**src/rtl/ray_scene_scheduler_pkg.sv**
```systemverilog
// Shared types and constants for the ray scene scheduler.
// Distances are signed Q4.28 fixed point.
package ray_scene_scheduler_pkg;

   localparam int RAY_W = 192;
   localparam int TRI_W = 288;

   typedef logic signed [31:0] fixed_t;

   localparam fixed_t FMAX_T  = 32'sh7fffffff;
   localparam fixed_t FP0P001 = 32'sh00041893;  // 0.001 in Q4.28, truncated

   typedef struct packed {
      logic   hit;
      fixed_t t;
   } hit_rec_t;

   typedef enum logic [1:0] {
      S_IDLE,
      S_ISSUE,
      S_DRAIN,
      S_DONE
   } state_t;

   // A returned hit only counts if it lies strictly in front of the epsilon
   // and strictly closer than the current best, so ties keep the earlier index.
   function automatic logic qualifies(input logic hit, input fixed_t t, input fixed_t best_t);
      return hit && (t > FP0P001) && (t < best_t);
   endfunction

endpackage

```
**src/rtl/ray_scene_scheduler_closest_hit_tracker.sv**
```systemverilog
// Closest-hit register for one ray: clears on ray accept and keeps the
// nearest qualifying return together with its triangle index.
module closest_hit_tracker
   import ray_scene_scheduler_pkg::*;
#(
   parameter int IDX_W = 10
) (
   input  logic             clk,
   input  logic             reset,
   input  logic             clear,
   input  logic             update,
   input  logic             hit,
   input  fixed_t           hit_t,
   input  logic [IDX_W-1:0] idx,
   output logic             qual,
   output hit_rec_t         best,
   output logic [IDX_W-1:0] best_idx
);

   assign qual = qualifies(hit, hit_t, best.t);

   // NOTE: state registers use non-blocking assignments so every flop samples
   // the pre-edge values regardless of statement order.
   always_ff @(posedge clk) begin
      if (reset || clear) begin
         best     <= '{hit: 1'b0, t: FMAX_T};
         best_idx <= '0;
      end else if (update && qual) begin
         best     <= '{hit: 1'b1, t: hit_t};
         best_idx <= idx;
      end
   end

endmodule

```
**src/rtl/ray_scene_scheduler.sv**
```systemverilog
// Per-ray scheduler: streams {ray, triangle} pairs into the intersection unit
// and reduces the returns to the closest hit. RAYSCHED_ANYHIT_EN adds any-hit mode.
module ray_scene_scheduler
   import ray_scene_scheduler_pkg::*;
#(
   parameter int IDX_W     = 10,
   parameter int ID_W      = 8,
   parameter int ISECT_LAT = 6
) (
   input  logic             clk,
   input  logic             reset,
   input  logic             ray_valid,
   output logic             ray_ready,
   input  logic [RAY_W-1:0] ray_in,
   input  logic [ID_W-1:0]  ray_id,
   input  logic [IDX_W-1:0] num_tris,
`ifdef RAYSCHED_ANYHIT_EN
   input  logic             ray_anyhit,
`endif
   output logic             tri_rd,
   output logic [IDX_W-1:0] tri_addr,
   input  logic [TRI_W-1:0] tri_data,
   output logic             isect_valid,
   output logic [RAY_W-1:0] isect_ray,
   output logic [TRI_W-1:0] isect_tri,
   input  logic             hit_valid,
   input  logic             hit,
   input  logic [31:0]      hit_t,
   output logic             res_valid,
   input  logic             res_ready,
   output logic             res_hit,
   output logic [31:0]      res_t,
   output logic [IDX_W-1:0] res_idx,
   output logic [ID_W-1:0]  res_id,
   output logic             busy
);

   localparam int LAT_W = $clog2(ISECT_LAT + 3);
   localparam int OUT_W = (IDX_W + 1 > LAT_W) ? IDX_W + 1 : LAT_W;

   state_t           state, state_next;
   logic [RAY_W-1:0] ray_q;
   logic [ID_W-1:0]  id_q;
   logic [IDX_W-1:0] num_q, issue_idx, ret_idx, best_idx;
   logic [OUT_W-1:0] outstanding;
   logic             anyhit_q, accept, last_issue, hit_acc, upd, qual, stop_issue;
   hit_rec_t         best;

   assign accept     = ray_valid && ray_ready;
   assign last_issue = (issue_idx == num_q - 1'b1);
   // Returns are only meaningful while a ray has pairs in flight.
   assign hit_acc    = hit_valid && (state == S_ISSUE || state == S_DRAIN) && (outstanding != '0);
   assign upd        = hit_acc && !(anyhit_q && best.hit);
   assign stop_issue = anyhit_q && upd && qual;

`ifdef RAYSCHED_ANYHIT_EN
   always_ff @(posedge clk) begin
      if (reset)       anyhit_q <= 1'b0;
      else if (accept) anyhit_q <= ray_anyhit;
   end
`else
   assign anyhit_q = 1'b0;
`endif

   // NOTE: every output of this block gets a default first so no path can
   // leave one unassigned and infer a latch.
   always_comb begin
      state_next = state;
      ray_ready  = 1'b0;
      tri_rd     = 1'b0;
      res_valid  = 1'b0;
      case (state)
         S_IDLE: begin
            ray_ready = 1'b1;
            // An empty scene passes through DRAIN, giving the 2-cycle latency.
            if (ray_valid) state_next = (num_tris == '0) ? S_DRAIN : S_ISSUE;
         end
         S_ISSUE: begin
            tri_rd = 1'b1;
            if (last_issue || stop_issue) state_next = S_DRAIN;
         end
         S_DRAIN: begin
            // Leave on the last return itself so its update is visible in DONE.
            if (outstanding == '0 || (hit_acc && outstanding == OUT_W'(1))) state_next = S_DONE;
         end
         S_DONE: begin
            res_valid = 1'b1;
            if (res_ready) state_next = S_IDLE;
         end
         default: state_next = S_IDLE;
      endcase
   end

   always_ff @(posedge clk) begin
      if (reset) begin
         state       <= S_IDLE;
         ray_q       <= '0;
         id_q        <= '0;
         num_q       <= '0;
         issue_idx   <= '0;
         ret_idx     <= '0;
         outstanding <= '0;
         isect_valid <= 1'b0;
      end else begin
         state       <= state_next;
         isect_valid <= tri_rd;
         if (accept) begin
            ray_q     <= ray_in;
            id_q      <= ray_id;
            num_q     <= num_tris;
            issue_idx <= '0;
            ret_idx   <= '0;
         end else begin
            if (tri_rd)  issue_idx <= issue_idx + 1'b1;
            if (hit_acc) ret_idx   <= ret_idx + 1'b1;
         end
         case ({tri_rd, hit_acc})
            2'b10:   outstanding <= outstanding + 1'b1;
            2'b01:   outstanding <= outstanding - 1'b1;
            default: outstanding <= outstanding;
         endcase
      end
   end

   closest_hit_tracker #(.IDX_W(IDX_W)) u_tracker (
      .clk      (clk),
      .reset    (reset),
      .clear    (accept),
      .update   (upd),
      .hit      (hit),
      .hit_t    (hit_t),
      .idx      (ret_idx),
      .qual     (qual),
      .best     (best),
      .best_idx (best_idx)
   );

   assign tri_addr  = issue_idx;
   assign isect_ray = ray_q;
   assign isect_tri = tri_data;
   assign res_hit   = best.hit;
   assign res_t     = best.t;
   assign res_idx   = best_idx;
   assign res_id    = id_q;
   assign busy      = (state != S_IDLE);

endmodule

```
**config.mk**
```make
export PLATFORM = sky130hd
export DESIGN_NAME = ray_scene_scheduler
export DESIGN_NICKNAME = d
export VERILOG_FILES = /design/src/rtl/ray_scene_scheduler_pkg.sv /design/src/rtl/ray_scene_scheduler_closest_hit_tracker.sv /design/src/rtl/ray_scene_scheduler.sv
export SDC_FILE = /design/constraint.sdc
export NUM_CORES = 1
export LEC_CHECK = 0
export CAP_MARGIN = 0
export CORE_AREA = 2 2 416 418
export DETAILED_ROUTE_END_ITERATION = 10
export DIE_AREA = 0 0 418 420
export PLACE_DENSITY_LB_ADDON = 0.08
export RECOVER_POWER = 50
export SKIP_CTS_REPAIR_TIMING = 1
export SYNTH_ARGS = -nofsm -noshare
export SYNTH_HDL_FRONTEND = slang
export SYNTH_SLANG_ARGS = --single-unit
```
**constraint.sdc**
```tcl
create_clock -name clk -period 3.9 [get_ports clk]
set_input_delay 0.585 -clock clk [delete_from_list [all_inputs] [get_ports clk]]
set_output_delay 0.585 -clock clk [all_outputs]
set_load 0.02 [all_outputs]
```
==> results by group, run 1 <==
Detailed routing
  – Remaining DRCs: 0
  – DR pass1 iterations: 6
  – Drt wl/cell: 16.3 um
  – Iteration-0 DRC Markers: 398
  – Antenna-violating nets left: 0
  – Post-DR vias/cell: 2.83
  – Final Routed Wirelength: 68700 um
  – Via count: 11900

Power
  – Worst vdd rail ir drop: 0.000278 V
  – Static leakage power: 7.41 nW
  – PnR Total Power: 0.0113 W
  – Power per standard cell area: 539 nW/um^2

Yosys
  – Async S/R FF share, synth: 0%
  – Syn_nets: 2335
  – Sequential fraction of the synthesis area: 41.3%
  – Top post-synthesis cells by area: sky130_fd_sc_hd__dfxtp_1 (41%), sky130_fd_sc_hd__buf_4 (16%), sky130_fd_sc_hd__nand2_1 (12%)
  – Count of state elements after synthesis: 287
  – Avg Cell Area, Syn: 7.92 um^2
  – Cell type with the highest aggregate area in the netlist: sky130_fd_sc_hd__dfxtp_1
  – Post-synth EDFFs: 0
  – Area share of the leading cell type in the synthesized netlist: 41.3%
  – Most instantiated flip-flop cell in the synthesis netlist: sky130_fd_sc_hd__dfxtp_1
  – Synth Cell Area: 13900 um^2
  – Number of synthesis warnings: 0
  – Cells after synthesis: 1757
  – Post-synth cell types: 54

Global route
  – Number of global-route vias before repair: 12300
  – Global-route wire length before repair: 94600 um
  – Total overflow reported by the global router: 0
  – Antenna violations before repair: 7
  – Global routing usage summed across all routing layers: 7.46%
  – Pin count of the biggest net entering global routing: 129

Layout
  – Post-layout net count: 2524
  – Final cell count without fillers: 4213
  – Most frequent standard cell in the layout excluding fill and tap cells: sky130_fd_sc_hd__clkdlybuf4s50_1
  – Filler cell count in the final layout: 19500
  – Area Overhead vs Synth: 50.6%
  – Commonest cells after routing, fill and taps aside: sky130_fd_sc_hd__clkdlybuf4s50_1 (461), sky130_fd_sc_hd__nand2_1 (460), sky130_fd_sc_hd__dfxtp_1 (287), sky130_fd_sc_hd__a21oi_1 (234), sky130_fd_sc_hd__nor2_1 (101)
  – Fraction of layout cells with a size suffix above 1: 4.96%

Timing
  – Clock skew: 0.0413 ns
  – Slew HR: 10.2%
  – Setup tns final: 0 ns
  – Number of hold violations in the final report: 0
  – Crit path time final: 3.05 ns
  – Tightest Pin Transition: 1.35 ns
  – Final period utilization: 78.1%
  – Setup violation total in the final timing report: 0
  – Number of slew-limit violations in the final report: 0
  – Min Hold Slack: 0.183 ns
  – Setup repair after global routing missed its margin: no
  – Achievable frequency: 0.328 GHz

Clock tree
  – Clk_lat worst skew: 0.62 ns
  – Number of levels in the clock H-tree: 2
  – Clock transition at the registers of the reported paths: 0.07 ns
  – Maximum count of clock buffers along a single path: 3
  – TritonCTS clock tree: done
  – CTS root buf: sky130_fd_sc_hd__clkbuf_16
  – Num Clock Sinks: 287
  – Total CTS buffers: 46

Outcome
  – Status: completed

Floorplanning
  – Area of the die: 176000 um^2
  – I/O Pins: 1082
  – DIE WIDTH: 418 um
  – Vert. Die Dim: 420 um
  – Core Footprint: 171000 um^2
  – Effective utilization at floorplan: 8.14%
  – Floorplan row count: 152

Worst setup path
  – Crit Path Category: in2reg
  – First element of the critical path: hit_t[5]
  – Required time at the endpoint of the critical path: 4.39 ns
  – Type of element launching the critical path: input port
  – CP Data Arrival Time: 3.54 ns
  – Maximum fanout count along the critical path: 24
  – Category of the worst setup path capture point: register
  – Beginning of the worst register-to-register path: state[1]$_SDFFE_PP0P_

Place
  – Port Buffer Count: 505
  – Estimated wirelength of the detail-placed design: 51500 um
  – Gp weighted congestion: 0.710
  – Post-placement cell count: 4131

Min path
  – Hold Path Class: in2reg
  – Hold wc startpoint: reset

Flow run
  – Max-capacitance violation count: 0
-- state kept, by name, summed over array words and instances, names as in the netlist, 8 cells and up --
signal              cells
u_tracker.best_idx     10
outstanding            11
num_q                  10
tri_addr               10
res_id                  8
ret_idx                10
isect_ray             192
u_tracker.best         33
-- synthesized netlist by cell type, types with 2 or more instances --
library cell / instances
sky130_fd_sc_hd__a221oi_1: 2
sky130_fd_sc_hd__xnor2_1: 13
sky130_fd_sc_hd__a41oi_1: 2
sky130_fd_sc_hd__dfxtp_1: 287
sky130_fd_sc_hd__nor4_1: 6
sky130_fd_sc_hd__a211oi_1: 4
sky130_fd_sc_hd__nor3_1: 10
sky130_fd_sc_hd__o31ai_1: 2
sky130_fd_sc_hd__o21ai_0: 14
sky130_fd_sc_hd__a311oi_1: 2
sky130_fd_sc_hd__xor2_1: 22
sky130_fd_sc_hd__buf_1: 5
sky130_fd_sc_hd__clkbuf_1: 86
sky130_fd_sc_hd__buf_4: 288
sky130_fd_sc_hd__ha_1: 42
sky130_fd_sc_hd__and4_1: 2
sky130_fd_sc_hd__a21oi_1: 234
sky130_fd_sc_hd__nand2_1: 460
sky130_fd_sc_hd__nand3b_1: 2
sky130_fd_sc_hd__nor4_2: 2
sky130_fd_sc_hd__or4_1: 2
sky130_fd_sc_hd__or3_1: 8
sky130_fd_sc_hd__a31oi_1: 4
sky130_fd_sc_hd__inv_1: 46
sky130_fd_sc_hd__mux2i_1: 44
sky130_fd_sc_hd__buf_12: 4
sky130_fd_sc_hd__o21a_1: 6
sky130_fd_sc_hd__and3_1: 9
sky130_fd_sc_hd__nor2_1: 101
sky130_fd_sc_hd__and2_1: 3
sky130_fd_sc_hd__nand4_1: 9
sky130_fd_sc_hd__a21o_1: 3
sky130_fd_sc_hd__nand3_1: 10
sky130_fd_sc_hd__nor2b_1: 3
-- path summary, 6_finish.rpt --
kind	cells past startpoint	slack, ns	endpoint
worst max-delay path	10	0.85	u_tracker.best[32]$_SDFFE_PP0P_
worst min-delay path	2	0.18	state[1]$_SDFFE_PP0P_
worst min register to register	2	0.45	isect_ray[135]$_SDFFE_PP0P_
worst max register to register	6	0.90	num_q[5]$_SDFFE_PP0P_
-- report_power, final --
| group | switching, W | internal (W) | total (W) | leakage [nW] |
|---|---|---|---|---|
| sequential | 0.000234 | 0.00331 | 0.00355 | 2.35 |
| clock | 0.00170 | 0.00266 | 0.00436 | 0.753 |
| combinational | 0.00208 | 0.00131 | 0.00339 | 4.31 |
-- cell type report --
| class | instances | area [um^2] | area share (%) |
|---|---|---|---|
| Clock buffer | 64 | 1310 | 6.25 |
| Clock inverter | 15 | 234 | 1.12 |
| Tap cell | 2233 | 2790 | 13.3 |
| Timing Repair Buffer | 525 | 5280 | 25.2 |
| Sequential cell | 287 | 5750 | 27.4 |
| Multi-Input combinational cell | 1040 | 5410 | 25.8 |
| Antenna cell | 3 | 7.51 | 0.0358 |
| Inverter | 46 | 173 | 0.824 |
-- critical path: stages --
cell                              delay, ns
sky130_fd_sc_hd__clkdlybuf4s50_1       0.44
sky130_fd_sc_hd__ha_1                  0.34
sky130_fd_sc_hd__a211o_1               0.30
sky130_fd_sc_hd__a21oi_1               0.19
sky130_fd_sc_hd__o31ai_1               0.16
sky130_fd_sc_hd__a2111o_1              0.50
sky130_fd_sc_hd__a31oi_1               0.21
sky130_fd_sc_hd__mux2_2                0.41
sky130_fd_sc_hd__buf_12                0.19
sky130_fd_sc_hd__o21a_1                0.18
-- kinds of logic after synthesis --
logic type	count (synthesis)	share of synthesized area, %
mux	45	3.25
simple gates	633	18.4
compound gates	285	11.1
fa+ha+maj	42	3.78
xor+xnor	35	2.20
flops	287	41.3
buf+inv	430	19.9
-- routing by layer --
metal  GRT usage [%]  part of all wire (%)
met5               0                 0.039
met4            2.79                   3.2
met3            3.29                   8.9
met2            13.0                    50
met1            7.88                    38
-- through the flow --
step	util, %	setup WS (ns)	instance area (um^2)
after floorplan	-	1.08	13900
after global placement	11.4	0.169	19400
after detailed placement	11.4	0.213	19400
after CTS	12.3	0.836	21000
after global routing	12.3	0.481	21000
final	12.3	0.855	21000
(Power assumes the default switching activity.)
==> run 2, diff against run 1 <==
==> constraint.sdc (replaced) <==
create_clock -name clk -period 3.18 [get_ports clk]
set_input_delay 0.477 -clock clk [delete_from_list [all_inputs] [get_ports clk]]
set_output_delay 0.477 -clock clk [all_outputs]
set_load 0.02 [all_outputs]
==> run 2 against run 1 <==
The flow now finishes with violations (capacitance limit, slew limit); sequential power increased by 23%; sequential share of layout area decreased by 0.37 points; total power increased by 20%; non-clock buffer count increased by 50; cell area increased by 1.4%; register-to-register slack got worse by 0.66 ns; combinational power increased by 26%; core utilization increased by 0.17 points; die area unchanged; clock power increased by 13%; largest cell class unchanged; highest routed layer unchanged.
==> results by group, run 2 (same netlist as run 1, synthesis figures left out) <==
Global route
  – Number of global-route vias before repair: 12700
  – Antenna violations before repair: 6
  – Total overflow reported by the global router: 0
  – Global-route wire length before repair: 95400 um
  – Global routing usage summed across all routing layers: 7.48%
  – Pin count of the biggest net entering global routing: 123

Power
  – Clock share of power: 36.4%
  – Internal Pwr Total: 0.00871 W
  – PnR Total Power: 0.0136 W
  – Switching fraction of total power: 35.8%
  – Comb pwr share: 31.6%
  – Static leakage power: 7.49 nW
  – Register share of total power: 32.1%
  – NetSw: 0.00486 W
  – Power per standard cell area: 639 nW/um^2
  – Worst vdd rail ir drop: 0.000276 V

Floorplanning
  – Floorplan row count: 152
  – I/O Pins: 1082
  – Vert. Die Dim: 420 um
  – Effective utilization at floorplan: 8.14%
  – Area of the die: 176000 um^2
  – Core Footprint: 171000 um^2
  – DIE WIDTH: 418 um

Place
  – Gp weighted congestion: 0.698
  – Estimated wirelength of the detail-placed design: 51800 um
  – Port Buffer Count: 505

Detailed routing
  – DR pass1 iterations: 4
  – Drt wl/cell: 16.1 um
  – Remaining DRCs: 0
  – Iteration-0 DRC Markers: 414
  – Final Routed Wirelength: 68600 um
  – Antenna-violating nets left: 0
  – Post-DR vias/cell: 2.85
  – Via count: 12100

Min path
  – Destination of the worst hold path: isect_ray[185]$_SDFFE_PP0P_
  – Hold Path Class: in2reg
  – Depth of the worst hold-timing path: 2
  – Hold wc startpoint: reset

Clock tree
  – TritonCTS clock tree: done
  – Total CTS buffers: 45
  – Clk_lat worst skew: 0.61 ns
  – CTS root buf: sky130_fd_sc_hd__clkbuf_16
  – Clock transition at the registers of the reported paths: 0.05 ns
  – Number of levels in the clock H-tree: 2
  – Maximum count of clock buffers along a single path: 3
  – Num Clock Sinks: 287

Layout
  – Flip-flop count of the largest register after layout: 192
  – Commonest cells after routing, fill and taps aside: sky130_fd_sc_hd__clkdlybuf4s50_1 (504), sky130_fd_sc_hd__nand2_1 (460), sky130_fd_sc_hd__dfxtp_1 (287), sky130_fd_sc_hd__a21oi_1 (234), sky130_fd_sc_hd__nor2_1 (101)
  – Most frequent standard cell in the layout excluding fill and tap cells: sky130_fd_sc_hd__clkdlybuf4s50_1
  – Post-layout net count: 2573
  – Fraction of layout cells with a size suffix above 1: 7.26%
  – Area Overhead vs Synth: 52.7%

Worst setup path
  – Critical-path cell list: inv_1, ha_1, a211o_1, a21oi_1, o31ai_1, a2111o_1, a31oi_1, mux2_2, buf_12, o21a_1
  – Count of cells along the worst register-to-register path: 10
  – Destination of the worst register-to-register timing path: u_tracker.best[32]$_SDFFE_PP0P_
  – Crit Path Category: reg2reg
  – Maximum fanout count along the critical path: 24
  – R2R setup slack: 0.24 ns
  – Number of buffer and inverter stages on the critical path: 2
  – Category of the worst setup path capture point: register
  – Type of element launching the critical path: register
  – Required time at the endpoint of the critical path: 3.66 ns
  – CP Data Arrival Time: 3.42 ns
  – Critical Path Slowest Stage Cell: sky130_fd_sc_hd__a2111o_1
  – Crit-path max cell delay: 0.51 ns
  – Largest delay contributor family on the critical path: compound AO/OA/AOI/OAI gates
  – Beginning of the worst register-to-register path: u_tracker.best[5]$_SDFFE_PP1P_

Timing
  – Slew HR: -13.8%
  – Clock skew: 0.0235 ns
  – Number of slew-limit violations in the final report: 119
  – Final period utilization: 92.4%
  – Number of hold violations in the final report: 0
  – Crit path time final: 2.94 ns
  – Setup tns final: 0 ns
  – Setup repair after global routing missed its margin: no
  – Setup violation total in the final timing report: 0
  – Tightest Pin Transition: 1.71 ns
  – Achievable frequency: 0.340 GHz

Outcome
  – Status: finished, violations left
  – Violated checks: capacitance limit, slew limit

Flow run
  – Max-capacitance violation count: 1
## run 2: cell types whose count changed in the layout (fill, tap and decap cells not counted), moves of 2 or more
cell	before	now
sky130_fd_sc_hd__clkdlybuf4s50_1	461	504
sky130_fd_sc_hd__buf_4	9	59
sky130_fd_sc_hd__dlygate4sd3_1	43	0
sky130_fd_sc_hd__clkbuf_4	0	2
sky130_fd_sc_hd__bufinv_16	5	1
sky130_fd_sc_hd__buf_12	7	9
## run 2: layout make-up
| type | instances | area [um^2] |
|---|---|---|
| inverter | 46 | 173 |
| tap | 2233 | 2790 |
| clock inverter | 11 | 119 |
| fill | 19500 | 150000 |
| clock buffer | 66 | 1310 |
| antenna | 2 | 5.00 |
| timing repair buffer | 575 | 5690 |
| sequential | 287 | 5750 |
| multi-input combinational | 1040 | 5410 |
## run 2: power by group through the flow
stage          Sequential, W  Combinational, W  Clock (W)
2_1_floorplan        0.00486           0.00222          0
3_3_place_gp         0.00442           0.00449          0
3_5_place_dp         0.00443           0.00449          0
4_1_cts              0.00436           0.00450    0.00531
5_1_grt              0.00442           0.00473    0.00540
6_report             0.00435           0.00428    0.00494
## run 2: layer usage
layer,part of all wire (%),up-vias,track usage [%]
met5,0.019,-,0
met3,8.9,140,3.36
met2,50,469,12.9
li1,-,5884,-
met4,3.0,2,2.69
met1,38,5650,8.02
## run 2: metrics by stage
stage	hold WS (ns)	std cells	cell area (um^2)	setup WS, ns	util, %
2_1_floorplan	0.448	1757	13900	0.417	-
3_3_place_gp	0.443	4181	19900	-0.420	11.6
3_5_place_dp	0.447	4181	19900	-0.366	11.6
4_1_cts	0.195	4258	21300	0.163	12.4
5_1_grt	0.215	4260	21200	0.0884	12.4
6_report	0.240	4260	21200	0.241	12.4
## run 2: worst max-delay path by stage
| stage | startpoint | end | cells past startpoint |
|---|---|---|---|
| floorplan | state[0]$_SDFFE_PP0P_ | outstanding[9]$_SDFFE_PP0P_ | 13 |
| global placement | hit_t[5] | u_tracker.best[32]$_SDFFE_PP0P_ | 10 |
| detailed placement | hit_t[5] | u_tracker.best[32]$_SDFFE_PP0P_ | 10 |
| CTS | u_tracker.best[5]$_SDFFE_PP1P_ | u_tracker.best[32]$_SDFFE_PP0P_ | 10 |
| global route | u_tracker.best[5]$_SDFFE_PP1P_ | u_tracker.best[26]$_SDFFE_PP1P_ | 10 |
| finish | u_tracker.best[5]$_SDFFE_PP1P_ | u_tracker.best[32]$_SDFFE_PP0P_ | 10 |
==> run 3, diff against run 2 <==
--- a/config.mk
+++ b/config.mk
@@ -6,12 +6,15 @@
 export NUM_CORES = 1
 export LEC_CHECK = 0
 export CAP_MARGIN = 0
-export CORE_AREA = 2 2 416 418
+export CELL_PAD_IN_SITES_DETAIL_PLACEMENT = 1
+export CELL_PAD_IN_SITES_GLOBAL_PLACEMENT = 1
+export CORE_AREA = 2 2 419 421
 export DETAILED_ROUTE_END_ITERATION = 10
-export DIE_AREA = 0 0 418 420
+export DIE_AREA = 0 0 421 423
 export PLACE_DENSITY_LB_ADDON = 0.08
 export RECOVER_POWER = 50
 export SKIP_CTS_REPAIR_TIMING = 1
 export SYNTH_ARGS = -nofsm -noshare
 export SYNTH_HDL_FRONTEND = slang
 export SYNTH_SLANG_ARGS = --single-unit
+export TNS_END_PERCENT = 20
==> constraint.sdc (replaced) <==
create_clock -name clk -period 2.88 [get_ports clk]
set_input_delay 0.432 -clock clk [delete_from_list [all_inputs] [get_ports clk]]
set_output_delay 0.432 -clock clk [all_outputs]
set_load 0.02 [all_outputs]
==> run 3 against run 2 <==
The run now ends clean; cell area rose by 2.2%; flip-flop and latch count did not move; combinational power increased by 14%; first-iteration DRC count fell by 27%; final cell count is 2.8% higher; core utilization up 0.10 points; sequential power is 10% higher; non-clock buffer count rose by 20; register-to-register slack lost 0.11 ns; wire length rose by 6.6%; critical path type unchanged; critical endpoint unchanged; highest routed layer unchanged.
==> results by group, run 3 (same netlist as run 1, synthesis figures left out) <==
Clock tree
  – Num Clock Sinks: 287
  – TritonCTS clock tree: done
  – Clk_lat worst skew: 0.62 ns
  – Total CTS buffers: 47
  – Maximum count of clock buffers along a single path: 3
  – Number of levels in the clock H-tree: 2
  – Clock transition at the registers of the reported paths: 0.06 ns
  – CTS root buf: sky130_fd_sc_hd__clkbuf_16

Global route
  – Global routing usage summed across all routing layers: 7.90%
  – Total overflow reported by the global router: 0
  – Global-route wire length before repair: 103000 um
  – Antenna violations before repair: 15
  – Pin count of the biggest net entering global routing: 123
  – Number of global-route vias before repair: 13500

Power
  – Internal Pwr Total: 0.0100 W
  – Comb pwr share: 31.2%
  – Worst vdd rail ir drop: 0.000378 V
  – Switching fraction of total power: 35.9%
  – Power per standard cell area: 720 nW/um^2
  – PnR Total Power: 0.0156 W
  – Clock share of power: 38.2%
  – Register share of total power: 30.6%
  – NetSw: 0.00561 W
  – Static leakage power: 7.66 nW

Floorplanning
  – I/O Pins: 1082
  – Area of the die: 178000 um^2
  – DIE WIDTH: 421 um
  – Floorplan row count: 153
  – Effective utilization at floorplan: 8.03%
  – Vert. Die Dim: 423 um
  – Core Footprint: 173000 um^2

Worst setup path
  – Category of the worst setup path capture point: register
  – Type of element launching the critical path: register
  – CP Data Arrival Time: 3.26 ns
  – Maximum fanout count along the critical path: 24
  – Crit Path Category: reg2reg
  – Required time at the endpoint of the critical path: 3.39 ns

Layout
  – Flip-flop count of the largest register after layout: 192
  – Filler cell count in the final layout: 20400
  – Post-layout net count: 2595
  – Fraction of layout cells with a size suffix above 1: 8.87%
  – Commonest cells after routing, fill and taps aside: sky130_fd_sc_hd__clkdlybuf4s50_1 (502), sky130_fd_sc_hd__nand2_1 (459), sky130_fd_sc_hd__dfxtp_1 (285), sky130_fd_sc_hd__a21oi_1 (232), sky130_fd_sc_hd__nor2_1 (101)
  – Design area: 21700 um^2
  – Area Overhead vs Synth: 56.0%
  – Most frequent standard cell in the layout excluding fill and tap cells: sky130_fd_sc_hd__clkdlybuf4s50_1

Detailed routing
  – Remaining DRCs: 0
  – Iteration-0 DRC Markers: 301
  – Post-DR vias/cell: 2.85
  – Via count: 12500
  – DR pass1 iterations: 4
  – Final Routed Wirelength: 73200 um
  – Antenna-violating nets left: 0
  – Drt wl/cell: 16.7 um

Timing
  – Tightest Pin Transition: 1.45 ns
  – Clock skew: 0.0263 ns
  – Number of hold violations in the final report: 0
  – Setup violation total in the final timing report: 0
  – PnR worst setup slack: 0.133 ns
  – Slew HR: 3.13%
  – Achievable frequency: 0.364 GHz
  – Crit path time final: 2.75 ns
  – Final period utilization: 95.4%
  – Number of slew-limit violations in the final report: 0

Place
  – Gp weighted congestion: 0.685
  – Total placed instance area: 20100 um^2
  – Setup slack after placement: -0.737 ns
  – Estimated wirelength of the detail-placed design: 54900 um
  – Port Buffer Count: 505

Flow run
  – Max-capacitance violation count: 0

Min path
  – Hold Path Class: in2reg

Outcome
  – Status: completed
[run 3: changes by cell type in the layout (fill, tap and decap cells not counted), moves of 2 or more]
cell	change
sky130_fd_sc_hd__a21oi_1	-2
sky130_fd_sc_hd__dfxtp_1	-2
sky130_fd_sc_hd__dfxtp_2	+2
sky130_fd_sc_hd__clkdlybuf4s50_1	-2
sky130_fd_sc_hd__dlygate4sd3_1	+2
sky130_fd_sc_hd__clkbuf_16	+2
sky130_fd_sc_hd__clkbuf_8	+6
sky130_fd_sc_hd__clkbuf_1	+2
sky130_fd_sc_hd__clkinv_2	-3
sky130_fd_sc_hd__buf_4	+18
[run 3: layout make-up]
cell class                 count  area [um^2]  share of cell area, %
timing repair buffer         595         5820                   26.8
sequential                   287         5750                   26.5
multi-input combinational   1040         5470                   25.2
tap                         2325         2910                   13.4
clock buffer                  72         1420                   6.54
inverter                      46          173                  0.796
clock inverter                11          150                  0.692
antenna                        2         5.00                 0.0231
[run 3: worst paths after layout]
check,start,end,depth (start not counted),slack (ns)
hold / removal,reset,isect_ray[125]$_SDFFE_PP0P_,2,0.25
setup / recovery,u_tracker.best[5]$_SDFFE_PP1P_,u_tracker.best[32]$_SDFFE_PP0P_,10,0.13
setup reg to reg,u_tracker.best[5]$_SDFFE_PP1P_,u_tracker.best[32]$_SDFFE_PP0P_,10,0.13
hold reg to reg,isect_ray[75]$_SDFFE_PP0P_,isect_ray[75]$_SDFFE_PP0P_,2,0.45
[run 3: metrics by stage]
step	std cells	setup TNS, ns	hold slack, ns	util [%]
3_5_place_dp	4293	-29.75	0.448	11.6
4_1_cts	4376	-9.28	0.178	12.5
6_report	4378	0	0.245	12.5
2_1_floorplan	1757	0	0.448	-
3_3_place_gp	4293	-31.11	0.443	11.6
5_1_grt	4376	-0.00842	0.225	12.5
[run 3: power groups by stage]
stage	sequential [W]	clock (W)	combinational, W
after floorplan	0.00536	0	0.00245
after global placement	0.00486	0	0.00513
after detailed placement	0.00487	0	0.00514
after CTS	0.00479	0.00643	0.00516
after global routing	0.00486	0.00649	0.00539
final	0.00479	0.00596	0.00487
[run 3: routing by layer]
layer | vias to the layer above | GRT usage (%) | part of all wire, %
li1 | 5922 | - | -
met1 | 5951 | 8.05 | 37
met2 | 416 | 14.3 | 51
met3 | 165 | 3.42 | 8.4
met4 | 20 | 2.72 | 3.1
met5 | - | 0.0806 | 0.19
[run 3: critical path, stage by stage (launching register included)]
cell	delay (ns)
sky130_fd_sc_hd__dfxtp_2	0.33
sky130_fd_sc_hd__inv_1	0.05
sky130_fd_sc_hd__ha_1	0.29
sky130_fd_sc_hd__a211o_1	0.30
sky130_fd_sc_hd__a21oi_4	0.21
sky130_fd_sc_hd__o31ai_4	0.10
sky130_fd_sc_hd__a2111o_1	0.44
sky130_fd_sc_hd__a31oi_2	0.18
sky130_fd_sc_hd__mux2_4	0.35
sky130_fd_sc_hd__buf_12	0.18
sky130_fd_sc_hd__o21a_1	0.18
==> variant 1: new RTL, settings of run 1 <==
The option `RAYSCHED_ANYHIT_EN` is turned on by a define.
--- a/src/rtl/ray_scene_scheduler.sv
+++ b/src/rtl/ray_scene_scheduler.sv
@@ -2,2 +2,4 @@
 // and reduces the returns to the closest hit. RAYSCHED_ANYHIT_EN adds any-hit mode.
+`define RAYSCHED_ANYHIT_EN
+
 module ray_scene_scheduler
Ports: changed (added ray_anyhit); port bits go from 1082 to 1083. The function was not compared with the original's and may differ.
==> variant 1 against run 1 <==
Synthesized cell count is 0.17% higher. Highest routed layer unchanged. Largest power group unchanged. Cell count about the same. Synthesized area about the same. Global-route usage rose by 0.44 points. Sequential power down 3%. Combinational power shrank 12%. Sequential cell count rose by 1. Design area is 0.19% higher. Routed wire length up 5.7%. The flow now finishes with violations (max-capacitance violations, max-slew violations). Sequential share of layout area about the same. Setup slack worse by 0.35 ns. Total power is 5.3% lower.
==> variant 1: results (changes against run 1) <==
{| class="wikitable"
! Metric !! Value
|-
| NumNets Final || 2529 (+0.20%)
|-
| Overall fraction of global-route tracks in use || 7.90% (+0.44 points)
|-
| Pins over their slew limit || 257 (+257)
|-
| Worst-case clock skew || 0.0285 ns (-0.0128 ns)
|-
| Fill cells || 19518 (-0.077%)
|-
| Routed length on met2 || 34400 um (about the same)
|-
| Met2 global-route usage || 13.0% (-0.014 points)
|-
| Number of nets in the synthesized netlist || 2339 (+0.17%)
|-
| Synth cell types || 53 (-1.9%)
|-
| Highest net fanout along the worst path || 9 (-63%)
|-
| Wire length the detailed router placed on met1 || 27700 um (+6.4%)
|-
| Worst supply voltage drop on vdd || 0.303 mV (+9.0%)
|-
| Status || complete, but fails checks
|-
| Ratio of routed vias to standard cells || 2.94 (+3.7%)
|-
| Via count of the first global-routing pass || 12907 (+4.7%)
|-
| Violated checks || max-capacitance violations, max-slew violations
|-
| Hold crit path type || flop to flop
|-
| Diodes inserted || 0 (-3)
|-
| Cell types occupying the most area after synthesis || dfxtp_1 41%, buf_4 16%, nand2_1 13%
|-
| Initial antenna violation count || 12 (+5)
|-
| Setup crit start || outstanding[1]
|-
| Count of port buffers added during placement || 506 (+0.20%)
|-
| Cell total after placement || 4135 (+0.097%)
|-
| Worst rel slew slack || -46.4% (-57 points)
|-
| Global placer's final weighted congestion || 0.673 (-5.2%)
|-
| Maxcap violations || 3 (+3)
|-
| Wire length of the first global-routing pass || 100000 um (+5.7%)
|-
| Layout Cells excl Fill || 4216 (+0.071%)
|-
| Slowest stage cell on the critical path || nor3b_1
|-
| Met1 track demand over resource in global routing || 8.50% (+0.62 points)
|}
[variant 1: changes by cell type in the layout (fill, tap and decap cells not counted), moves of 12 or more]
cell | run 1 | this run
a2111oi_0 | 0 | 30
a31oi_1 | 4 | 33
clkdlybuf4s50_1 | 461 | 501
dlygate4sd3_1 | 43 | 4
mux2i_1 | 44 | 14
nand2_1 | 460 | 472
nor2_1 | 101 | 40
[variant 1: where the power goes]
| part | leakage [nW] | internal, mW | switching, mW | total (mW) |
|---|---|---|---|---|
| Clock | 0.736 | 2.58 | 1.69 | 4.28 |
| Sequential | 2.36 | 3.26 | 0.195 | 3.46 |
| Combinational | 4.28 | 1.16 | 1.81 | 2.97 |
[variant 1: kinds of logic after synthesis]
| family | synth area share [%] |
|---|---|
| flops | 41.4 |
| buf+inv | 19.7 |
| simple gates | 17.4 |
| fa+ha+maj | 3.78 |
| compound gates | 14.3 |
| xor+xnor | 2.27 |
| mux | 1.09 |
[variant 1: cell type report]
type / count / area share (%)
clock buffer: 75 / 6.72
clock inverter: 6 / 0.542
inverter: 52 / 0.930
multi-input combinational: 1032 / 25.8
sequential: 288 / 27.5
tap: 2233 / 13.3
timing repair buffer: 530 / 25.2
[variant 1: worst min-delay path by stage]
| stage | startpoint | to | slack [ns] |
|---|---|---|---|
| floorplan | num_q[8] | num_q[8] | 0.44 |
| global placement | isect_ray[33] | isect_ray[33] | 0.44 |
| detailed placement | res_id[4] | res_id[4] | 0.45 |
| CTS | ray_in[6] | isect_ray[6] | 0.43 |
| global route | ray_in[151] | isect_ray[151] | 0.46 |
| finish | isect_ray[117] | isect_ray[117] | 0.45 |
==> variant 2: new RTL, config.mk and constraints of run 1 <==
Made on the original files. The package constant `TRI_W` goes from 288 to 144.
--- a/src/rtl/ray_scene_scheduler_pkg.sv
+++ b/src/rtl/ray_scene_scheduler_pkg.sv
@@ -5,3 +5,3 @@
    localparam int RAY_W = 192;
-   localparam int TRI_W = 288;
+   localparam int TRI_W = 144;
 
Interface: changed (resized isect_tri and tri_data); port bits go from 1082 to 794. No check against the original RTL was run, so the function may have changed too.
==> variant 2 against run 1 <==
The flow now finishes with violations (max-capacitance violations, max-slew violations). Sequential cell count stayed put. Design area about the same. Clock power fell by 2%. Setup slack worse by 0.0042 ns. Synthesized area down 7.8%. First-iteration DRC count decreased by 6.8%. Routed wire length down 6.4%. Hold slack better by 0.14 ns. Non-clock buffer count unchanged. Total power fell by 0.71%. Largest power group unchanged. Highest routed layer unchanged.
==> variant 2: results (changes against run 1) <==
{| class="wikitable"
! Metric !! Value
|-
| Status || complete, but fails checks
|-
| Violated checks || max-capacitance violations, max-slew violations
|-
| Area after detailed placement || 0.0195 mm2 (+0.13%)
|-
| Met1 track demand over resource in global routing || 7.25% (-0.63 points)
|-
| Reg power frac || 31.5% (about the same)
|-
| Arr. time, crit path || 3.50 ns (-0.04 ns)
|-
| Share of final-layout standard cells stronger than drive strength 1 || 4.96% (+0.0050 points)
|-
| Number of nets in the synthesized netlist || 2047 (-12%)
|-
| Overall fraction of global-route tracks in use || 7.10% (-0.35 points)
|-
| Worst supply voltage drop on vdd || 0.266 mV (-4.5%)
|-
| GR Util met3 || 2.51% (-0.78 points)
|-
| Initial antenna violation count || 10 (+3)
|-
| Total number of vias || 11773 (-1.4%)
|-
| Pin count of the biggest net entering global routing || 120 (-7.0%)
|-
| Worst Max-Slew Pin Slew || 1.99 ns (+0.646 ns)
|-
| Post-synth ARST share || 0% (unchanged)
|-
| Number of detailed-routing iterations run before antenna repair || 4 (-2)
|-
| Half-perimeter wire length of the detailed placement result || 47000 um (-8.7%)
|-
| Register-to-Register Setup Slack || 0.86 ns (-0.04 ns)
|-
| Syn avg cell area || 7.96 um2 (+0.47%)
|-
| Combinational group share of total power || 30.4% (+0.4 points)
|-
| Wire length of the first global-routing pass || 90600 um (-4.2%)
|-
| Maxcap violations || 3 (+3)
|-
| Highest net fanout along the worst path || 23 (-4.2%)
|-
| NumNets Final || 2379 (-5.7%)
|-
| Cts bufs inserted || 45 (-2.2%)
|-
| Met2 global-route usage || 13.1% (+0.12 points)
|-
| Global placer's final weighted congestion || 0.679 (-4.3%)
|-
| Worst-case clock skew || 0.0215 ns (-0.0199 ns)
|-
| Share of total power consumed by net switching || 35.5% (about the same)
|-
| CTS clk-pin slew, worst paths || 0.05 ns (-0.02 ns)
|-
| Count of port buffers added during placement || 505 (unchanged)
|-
| Sequential share of the synthesized area || 44.8% (+3.5 points)
|-
| Pins over their slew limit || 186 (+186)
|-
| 1st-iter DRT viols || 371 (-6.8%)
|-
| Smallest hold slack || 0.320 ns (+0.137 ns)
|}
[variant 2: cell count changes after synthesis, sizes merged]
cell and change:
buf -144
[variant 2: cells by family (layout without fill, tap and decap cells)]
kind of cell	after synthesis	after routing	share of synthesized area, %
buffers and inverters	286	648	13.1
adder cells (fa/ha/maj)	42	42	4.09
flip-flops	287	287	44.8
AND/OR/NAND/NOR	633	633	20.0
XOR/XNOR	35	35	2.39
multiplexers	45	45	3.52
AO/OA/AOI/OAI	285	285	12.1
other	0	4	0
[variant 2: area by class of cell]
type                            instances  area, um2
Tap cell                             2233       2790
Timing Repair Buffer                  525       5300
Sequential cell                       287       5750
Clock inverter                         11        159
Multi-Input combinational cell       1040       5400
Fill cell                           19579     150000
Antenna cell                            4       10.0
Inverter                               46        173
Clock buffer                           66       1360
[variant 2: metal layers]
| layer | share of wire [%] | wire (um) |
|---|---|---|
| met1 | 37 | 23700 |
| met2 | 53 | 34300 |
| met3 | 6.9 | 4430 |
| met4 | 2.8 | 1780 |
| met5 | 0.14 | 89 |
[variant 2: final timing paths]
path,startpoint,depth (start not counted),endpoint
worst max-delay path,hit_t[5],10,u_tracker.best[4]
worst max register to register,state[0],6,isect_ray[161]
worst min register to register,isect_ray[4],2,isect_ray[4]
worst min-delay path,reset,2,isect_valid
[variant 2: through the flow]
stage	power, mW	setup WS (ns)
2_1_floorplan	5.55	1.08
3_3_place_gp	7.20	0.173
3_5_place_dp	7.19	0.220
4_1_cts	11.7	0.862
5_1_grt	12.0	0.365
6_report	11.2	0.850
[variant 2: worst max-delay path, cell delays in order]
cell             delay (ns)
clkdlybuf4s50_1        0.46
ha_1                   0.33
a211o_1                0.30
a21oi_1                0.16
o31ai_1                0.15
a2111o_1               0.52
a31oi_1                0.22
mux2_2                 0.41
buf_12                 0.18
mux2i_1                0.15
